## src/rtl/fixed_to_float.sv

```systemverilog
// Sequential converter from Q1.30 two's-complement fixed point to IEEE-754 single precision.
// Normalizes with a one-bit-per-cycle left shift; mantissa is truncated toward zero.
module fixed_to_float #(
  parameter int unsigned P    = 32,
  parameter int unsigned Frac = 30
) (
  input  logic         clk_i,
  input  logic         rst_ni,
  input  logic         start_i,
  input  logic [P-1:0] fixed_i,
  output logic         busy_o,
  output logic         done_o,
  output logic [P-1:0] float_o,
  output logic         zero_o
);

  localparam logic [7:0] ExpInit = 8'(127 + (P - 1) - Frac);

  typedef enum logic [1:0] {StIdle, StAbs, StNorm, StPack} state_e;

  state_e       state_q, state_d;
  logic [P-1:0] op_q, op_d;
  logic [P-1:0] mag_q, mag_d;
  logic [7:0]   exp_q, exp_d;
  logic         sign_q, sign_d;
  logic         busy_q, busy_d;
  logic         done_q, done_d;
  logic         zero_q, zero_d;
  logic [P-1:0] float_q, float_d;

  logic [P-1:0] abs_mag;
  logic [P-1:0] mag_shl;

  // The most negative operand maps to unsigned 2^(P-1), which already has its MSB set.
  assign abs_mag = op_q[P-1] ? ((~op_q) + {{(P-1){1'b0}}, 1'b1}) : op_q;
  assign mag_shl = {mag_q[P-2:0], 1'b0};

  always_ff @(posedge clk_i or negedge rst_ni) begin
    if (!rst_ni) begin
      state_q <= StIdle;
    end else begin
      state_q <= state_d;
    end
  end

  always_comb begin
    state_d = state_q;
    unique case (state_q)
      StIdle: if (start_i) state_d = StAbs;
      StAbs: begin
        if (abs_mag == '0 || abs_mag[P-1]) state_d = StPack;
        else                               state_d = StNorm;
      end
      StNorm: if (mag_shl[P-1]) state_d = StPack;
      StPack: state_d = StIdle;
      default: state_d = StIdle;
    endcase
  end

  always_comb begin
    op_d    = op_q;
    mag_d   = mag_q;
    exp_d   = exp_q;
    sign_d  = sign_q;
    busy_d  = busy_q;
    done_d  = 1'b0;
    zero_d  = zero_q;
    float_d = float_q;
    unique case (state_q)
      StIdle: begin
        if (start_i) begin
          op_d   = fixed_i;
          busy_d = 1'b1;
        end
      end
      StAbs: begin
        sign_d = op_q[P-1];
        mag_d  = abs_mag;
        exp_d  = ExpInit;
      end
      StNorm: begin
        mag_d = mag_shl;
        exp_d = exp_q - 8'd1;
      end
      StPack: begin
        busy_d = 1'b0;
        done_d = 1'b1;
        if (mag_q == '0) begin
          float_d = '0;
          zero_d  = 1'b1;
        end else begin
          float_d = {sign_q, exp_q, mag_q[P-2 -: P-9]};
          zero_d  = 1'b0;
        end
      end
      default: ;
    endcase
  end

  always_ff @(posedge clk_i or negedge rst_ni) begin
    if (!rst_ni) begin
      op_q    <= '0;
      mag_q   <= '0;
      exp_q   <= '0;
      sign_q  <= 1'b0;
      busy_q  <= 1'b0;
      done_q  <= 1'b0;
      zero_q  <= 1'b0;
      float_q <= '0;
    end else begin
      op_q    <= op_d;
      mag_q   <= mag_d;
      exp_q   <= exp_d;
      sign_q  <= sign_d;
      busy_q  <= busy_d;
      done_q  <= done_d;
      zero_q  <= zero_d;
      float_q <= float_d;
    end
  end

  assign busy_o  = busy_q;
  assign done_o  = done_q;
  assign float_o = float_q;
  assign zero_o  = zero_q;

endmodule

```

## config.mk

```make
export PLATFORM = sky130hd
export DESIGN_NAME = fixed_to_float
export DESIGN_NICKNAME = d
export VERILOG_FILES = /design/src/rtl/fixed_to_float.sv
export SDC_FILE = /design/constraint.sdc
export NUM_CORES = 1
export LEC_CHECK = 0
export ABC_AREA = 1
export CORE_UTILIZATION = 50
export CTS_CLUSTER_SIZE = 24
export DETAILED_ROUTE_END_ITERATION = 7
export HOLD_SLACK_MARGIN = 0.15
export PLACE_DENSITY = 0.73
export SYNTH_ARGS = -nofsm -noshare
export SYNTH_HDL_FRONTEND = slang
export SYNTH_SLANG_ARGS = --single-unit
export TNS_END_PERCENT = 50
```

## constraint.sdc

```tcl
create_clock -name clk_i -period 2.7 [get_ports clk_i]
set_input_delay 0.54 -clock clk_i [delete_from_list [all_inputs] [get_ports clk_i]]
set_output_delay 0.54 -clock clk_i [all_outputs]
set_load 0.02 [all_outputs]
```

==> flow_summary.toml, run 1 <==
[outcome]
status = "completed"

[timing]
max_freq_ghz = 0.451
setup-violations-final = 0
period_share = 0.822
skew_ps = 8.10
slew-limit-headroom = 0.624
rsz0062_at_grt = "no"
slew_violations = 0
tns_ps = 0
hold_ws_ps = 150
tightest_slew_ps = 565
finalHoldViolations = 0
min_period_ps = 2220

[grt]
grt_pass1_wl_um = 24500
grt_overflow_total = 0
grt.total_usage = 0.272
antenna_found_initial = 0
grt_pass1_vias = 5003
grt_max_degree = 63

[yosys]
synth-edff-count = 0
synthFlopType = "dfrtp_1"
synthesis.nets = 788
synth_area_per_cell_um2 = 7.55
async_flop_share = 1.00
synth.top_cells.by_count = "nand2_1 (266), dfrtp_1 (110), o21ai_0 (67), inv_1 (65), nor2_1 (61)"
yosys-top-cells-area = "dfrtp_1 (49%), nand2_1 (18%), o21ai_0 (5.9%)"
synth_cell_types = 38
yosysMostFrequentCell = "nand2_1"
yosysTopAreaCellShare = 0.488
synth_area_mm2 = 0.00564
yosys.area.top_type = "dfrtp_1"
yosys_warnings = 0
ys_seq_area_frac = 0.488
synth_cells = 747
yosys_register_bits = 110

[layout]
area_growth_pct = 21.1
diodes = 0
layout.nets = 854
multi_input_area_mm2 = 0.00251
seqCellArea_mm2 = 0.00275
n_fill_cell = 975
drive_gt1_frac = 0.0562

[clock_network]
clock-sinks = 110
htreeDepth = 3
clk_latency_ps = 350
postCtsSetupRepairBufs = 0
root_buffer = "clkbuf_16"
ctsHoldBuffers = 0
cts_buffers = 9
clk_pin_slew_ps = 80
cts_resized = 0
cts_tree = "done"
clockBufferDepth = 2

[worst_setup_path]
critPathMaxFanout = 8
cp-end-kind = "flop"
arrival_ps = 2510
start_kind = "flop"
crit_required_ps = 2990
critPathKind = "flop to flop"
rrSetupSlack_ps = 480

[floorplan]
fp.dieW_um = 108
core_area_mm2 = 0.0109
start_util = 0.516
dieArea_mm2 = 0.0117
row_count = 38
ios = 70
die_h_um = 108

[power_and_ir_drop]
power_density_mw_per_mm2 = 1410
cellLeakagePower_nw = 3.27
vdd_ir_drop_max_v = 0.000685

[placement]
hpwl_um = 10900
port_buffers = 69
place_congestion = 0.873

[run]
maxCapViolCount = 0

[routing]
first_iter_violations = 371
routedWlPerCell_um = 15.1
drt.antenna.violating_nets = 0
viasPerCell = 5.38
vias = 5158
drc = 0
routed_wl_um = 14500
first_pass_iters = 7

[min_path]
worstHoldPathType = "primary input to asynchronous set/reset pin"
per-layer routing:
layer / global-route usage / part of all wire / up-vias
met1: 0.385 / 0.48 / 2475
met2: 0.442 / 0.47 / 130
met4: 0.0851 / 0.014 / 0
li1: - / - / 2534
met5: 0 / 0 / -
met3: 0.0277 / 0.044 / 19
critical path, stage by stage, from the launching register on:
cell and delay, ps:
dfrtp_1 370, inv_1 170, ha_1 240, nand2_2 100
nand2_4 110, nand2_4 90, nor2_8 140, nand3_1 90
nand2_1 60, nand2_1 100, nor2_1 120, nand2_1 60
nor2_1 130, nand3_1 90, nand2_1 60, nand2_1 50
nand2_1 60, nand2_1 50, nand2_1 60
logic make-up after synthesis:
| kind of cell | synth area share |
|---|---|
| adder cells (fa/ha/maj) | 0.0133 |
| AND/OR/NAND/NOR | 0.322 |
| AO/OA/AOI/OAI | 0.0976 |
| XOR/XNOR | 0.0122 |
| flip-flops | 0.488 |
| buffers and inverters | 0.0672 |
worst paths after layout:
check                                  from          end  cells past startpoint
worst max-delay path                op_q[0]   state_q[0]                     18
worst max register to register      op_q[0]   state_q[0]                     18
worst min register to register  float_o[18]  float_o[18]                      2
worst min-delay path                 rst_ni  float_o[25]                      1
max in group asynchronous            rst_ni   float_o[7]                      2
min in group clk_i              float_o[18]  float_o[18]                      2
cells in the final DEF, fill, tap and decap left out, types with 2 or more instances in the layout:
cell type / n
clkinv_1: 2
buf_4: 13
inv_1: 65
inv_2: 3
clkbuf_16: 9
nand3_1: 60
o221ai_1: 5
nor2_1: 61
ha_1: 6
nand2_4: 3
xor2_1: 5
inv_8: 2
nor3_1: 5
bufinv_16: 2
nand4_1: 11
nor4_1: 9
o21ai_0: 67
nand2_1: 266
o21ai_1: 2
clkdlybuf4s50_1: 68
a22o_1: 2
dfrtp_1: 110
a21oi_1: 14
o211ai_1: 4
nand2_2: 4
o22ai_1: 4
flip-flops by register name (all words and copies together), names as in the netlist:
signal   flops
float_o     32
mag_q       32
op_q        32
exp_q        8
state_q      2
busy_o       1
done_o       1
sign_q       1
zero_o       1
layout make-up:
class / instances / share of cell area
inverters: 70 / 0.0385
repair buffers: 82 / 0.117
well taps: 140 / 0.0256
clock inverters: 5 / 0.0132
multi-input cells: 540 / 0.367
clock buffers: 11 / 0.0355
flip-flops and latches: 110 / 0.403
where the power goes:
part | total (W) | switching [W] | internal, W
clock | 0.00150 | 0.000649 | 0.000854
sequential | 0.00309 | 0.000651 | 0.00243
combinational | 0.00503 | 0.00326 | 0.00177
per-stage QoR:
| step | cells | utilization | power, W | area, um^2 | worst slack (ps) |
|---|---|---|---|---|---|
| CTS | 958 | 0.625 | 0.00963 | 6830 | 468 |
| global placement | 942 | 0.594 | 0.00796 | 6500 | 593 |
| global route | 958 | 0.625 | 0.0104 | 6830 | 244 |
| finish | 958 | 0.625 | 0.00961 | 6830 | 481 |
| floorplan | 747 | - | 0.00642 | 5640 | 827 |
| detailed placement | 942 | 0.594 | 0.00811 | 6500 | 519 |
Power figures use the tool's default switching activity.
==> run 2, diff against run 1 <==
--- a/config.mk
+++ b/config.mk
@@ -10,7 +10,7 @@
 export CTS_CLUSTER_SIZE = 24
 export DETAILED_ROUTE_END_ITERATION = 7
 export HOLD_SLACK_MARGIN = 0.15
-export PLACE_DENSITY = 0.73
+export PLACE_DENSITY = 0.76
 export SYNTH_ARGS = -nofsm -noshare
 export SYNTH_HDL_FRONTEND = slang
 export SYNTH_SLANG_ARGS = --single-unit
==> constraint.sdc (replaced) <==
create_clock -name clk_i -period 1.95 [get_ports clk_i]
set_input_delay 0.39 -clock clk_i [delete_from_list [all_inputs] [get_ports clk_i]]
set_output_delay 0.39 -clock clk_i [all_outputs]
set_load 0.02 [all_outputs]
==> run 2 against run 1 <==
Compared with the run above: design area up 5.1%; fmax up 14%; the flow now finishes with violations (setup timing); sequential power up 39%; via count up 0.27%; largest cell class unchanged; clock skew about the same; highest routed layer unchanged; sequential cell count unchanged; non-clock buffer count up 30; first-iteration DRC count down 21%.
==> flow_summary.toml, run 2 (synthesized netlist as in run 1, its figures left out) <==
[clock_network]
cts_tree = "done"
clk_latency_ps = 350
cts_buffers = 9
clk_pin_slew_ps = 80
clockBufferDepth = 2
clock-sinks = 110
root_buffer = "clkbuf_16"
htreeDepth = 3

[layout]
mostFrequentLayoutCells = "nand2_1 (258), dfrtp_1 (108), clkdlybuf4s50_1 (68), o21ai_0 (64), inv_1 (63)"
drive_gt1_frac = 0.126
diodes = 0
instances_no_fill = 987
fin_util = 0.657
area_growth_pct = 27.3
layout.nets = 884
final_common_cell = "nand2_1"

[routing]
first_iter_violations = 293
first_pass_iters = 7
routed_wl_um = 14600
routedWlPerCell_um = 14.8
drc = 0
drt.antenna.violating_nets = 0
vias = 5172
viasPerCell = 5.24

[min_path]
hold_depth = 2
worstHoldPathType = "flop to flop"

[outcome]
status = "complete, but fails checks"
violations = "setup timing"

[timing]
tightest_slew_ps = 467
slew_violations = 0
timing.final.ws_setup_ps = -2.14
min_period_ps = 1950
max_freq_ghz = 0.512
tns_ps = -2.14
finalHoldViolations = 0
period_share = 1.00
rsz0062_at_grt = "yes"
setup-violations-final = 1
slew-limit-headroom = 0.689
skew_ps = 8.07

[placement]
place_congestion = 0.879
place_inst = 964
port_buffers = 69
hpwl_um = 10800

[worst_setup_path]
start_kind = "flop"
arrival_ps = 2200
rrSetupSlack_ps = -2
r2r_cells = 17
critPathKind = "flop to flop"
critPathMaxFanout = 7
crit_required_ps = 2200
cp-end-kind = "flop"

[floorplan]
start_util = 0.516
row_count = 38
dieArea_mm2 = 0.0117
fp.dieW_um = 108
die_h_um = 108
core_area_mm2 = 0.0109
ios = 70

[power_and_ir_drop]
cellLeakagePower_nw = 3.43
vdd_ir_drop_max_v = 0.000868
power_density_mw_per_mm2 = 1940

[grt]
grt_pass1_wl_um = 24000
grt_use_met2 = 0.419
top_usage_layer = "met2"
grt_use_met1 = 0.382
grt_max_degree = 39
grt.total_usage = 0.268
use_met3 = 0.0368
grt_overflow_total = 0
grt_pass1_vias = 4872
antenna_found_initial = 0

[run]
maxCapViolCount = 0
[run 2: critical path, cell delays in order, from the launching register on]
cell	delay, ps
dfrtp_2	450
nor2_2	180
nand2_4	90
nand2_4	120
nand2_4	80
nor2_8	160
buf_4	130
nand4_1	70
nand2_1	110
nor2_1	50
nand2_1	60
nor2_1	40
nand3_1	50
nand2_1	50
nand2_1	50
nand2_1	40
nand2_1	50
nand2_1	50
[run 2: cell type report]
cell class	instances	area, um^2
clock buffers	10	229
flip-flops and latches	110	2760
multi-input cells	540	2640
inverters	70	263
clock inverters	5	67.6
well taps	140	175
fillers	986	3750
repair buffers	112	1050
[run 2: path summary, 6_finish.rpt]
path	start	end
max	op_q[2]	state_q[0]
min	float_o[3]	float_o[3]
max reg2reg	op_q[2]	state_q[0]
min reg2reg	float_o[3]	float_o[3]
max in group asynchronous	rst_ni	float_o[13]
min in group asynchronous	rst_ni	zero_o
[run 2: power breakdown]
group | internal [W] | switching, W | total, W
sequential | 0.00337 | 0.000929 | 0.00430
combinational | 0.00297 | 0.00475 | 0.00772
clock | 0.00101 | 0.000868 | 0.00188
[run 2: metrics by stage]
stage,worst slack (ps),area (um^2),hold WS [ps],power (W)
after global placement,-10.9,6690,366,0.0113
after detailed placement,-63.7,6690,371,0.0115
after floorplan,76.6,5640,94.4,0.00889
after global routing,-165,7180,491,0.0151
after CTS,-75.8,7000,476,0.0135
final,-2.14,7180,473,0.0139
[run 2: per-layer routing]
| layer | part of all wire | vias up |
|---|---|---|
| met5 | 0 | - |
| met3 | 0.043 | 17 |
| met2 | 0.47 | 148 |
| met4 | 0.015 | 0 |
| met1 | 0.48 | 2406 |
| li1 | - | 2601 |
[run 2: repair_timing]
action | in CTS | in global routing
hold buffers | 1 | 0
setup buffers | 0 | 7
endpoints found under the hold margin | 30 | 0
pin swaps | 0 | 17
gates resized for setup | 1 | 41
endpoints found under the setup margin | 2 | 11
gates cloned | 0 | 0
==> run 3, diff against run 2 <==
--- a/config.mk
+++ b/config.mk
@@ -9,6 +9,7 @@
 export CORE_UTILIZATION = 50
 export CTS_CLUSTER_SIZE = 24
 export DETAILED_ROUTE_END_ITERATION = 7
+export GPL_TIMING_DRIVEN = 1
 export HOLD_SLACK_MARGIN = 0.15
 export PLACE_DENSITY = 0.76
 export SYNTH_ARGS = -nofsm -noshare
==> results of run 3 <==
Same layout as run 2: the final DEF is identical, and so are final timing and power.
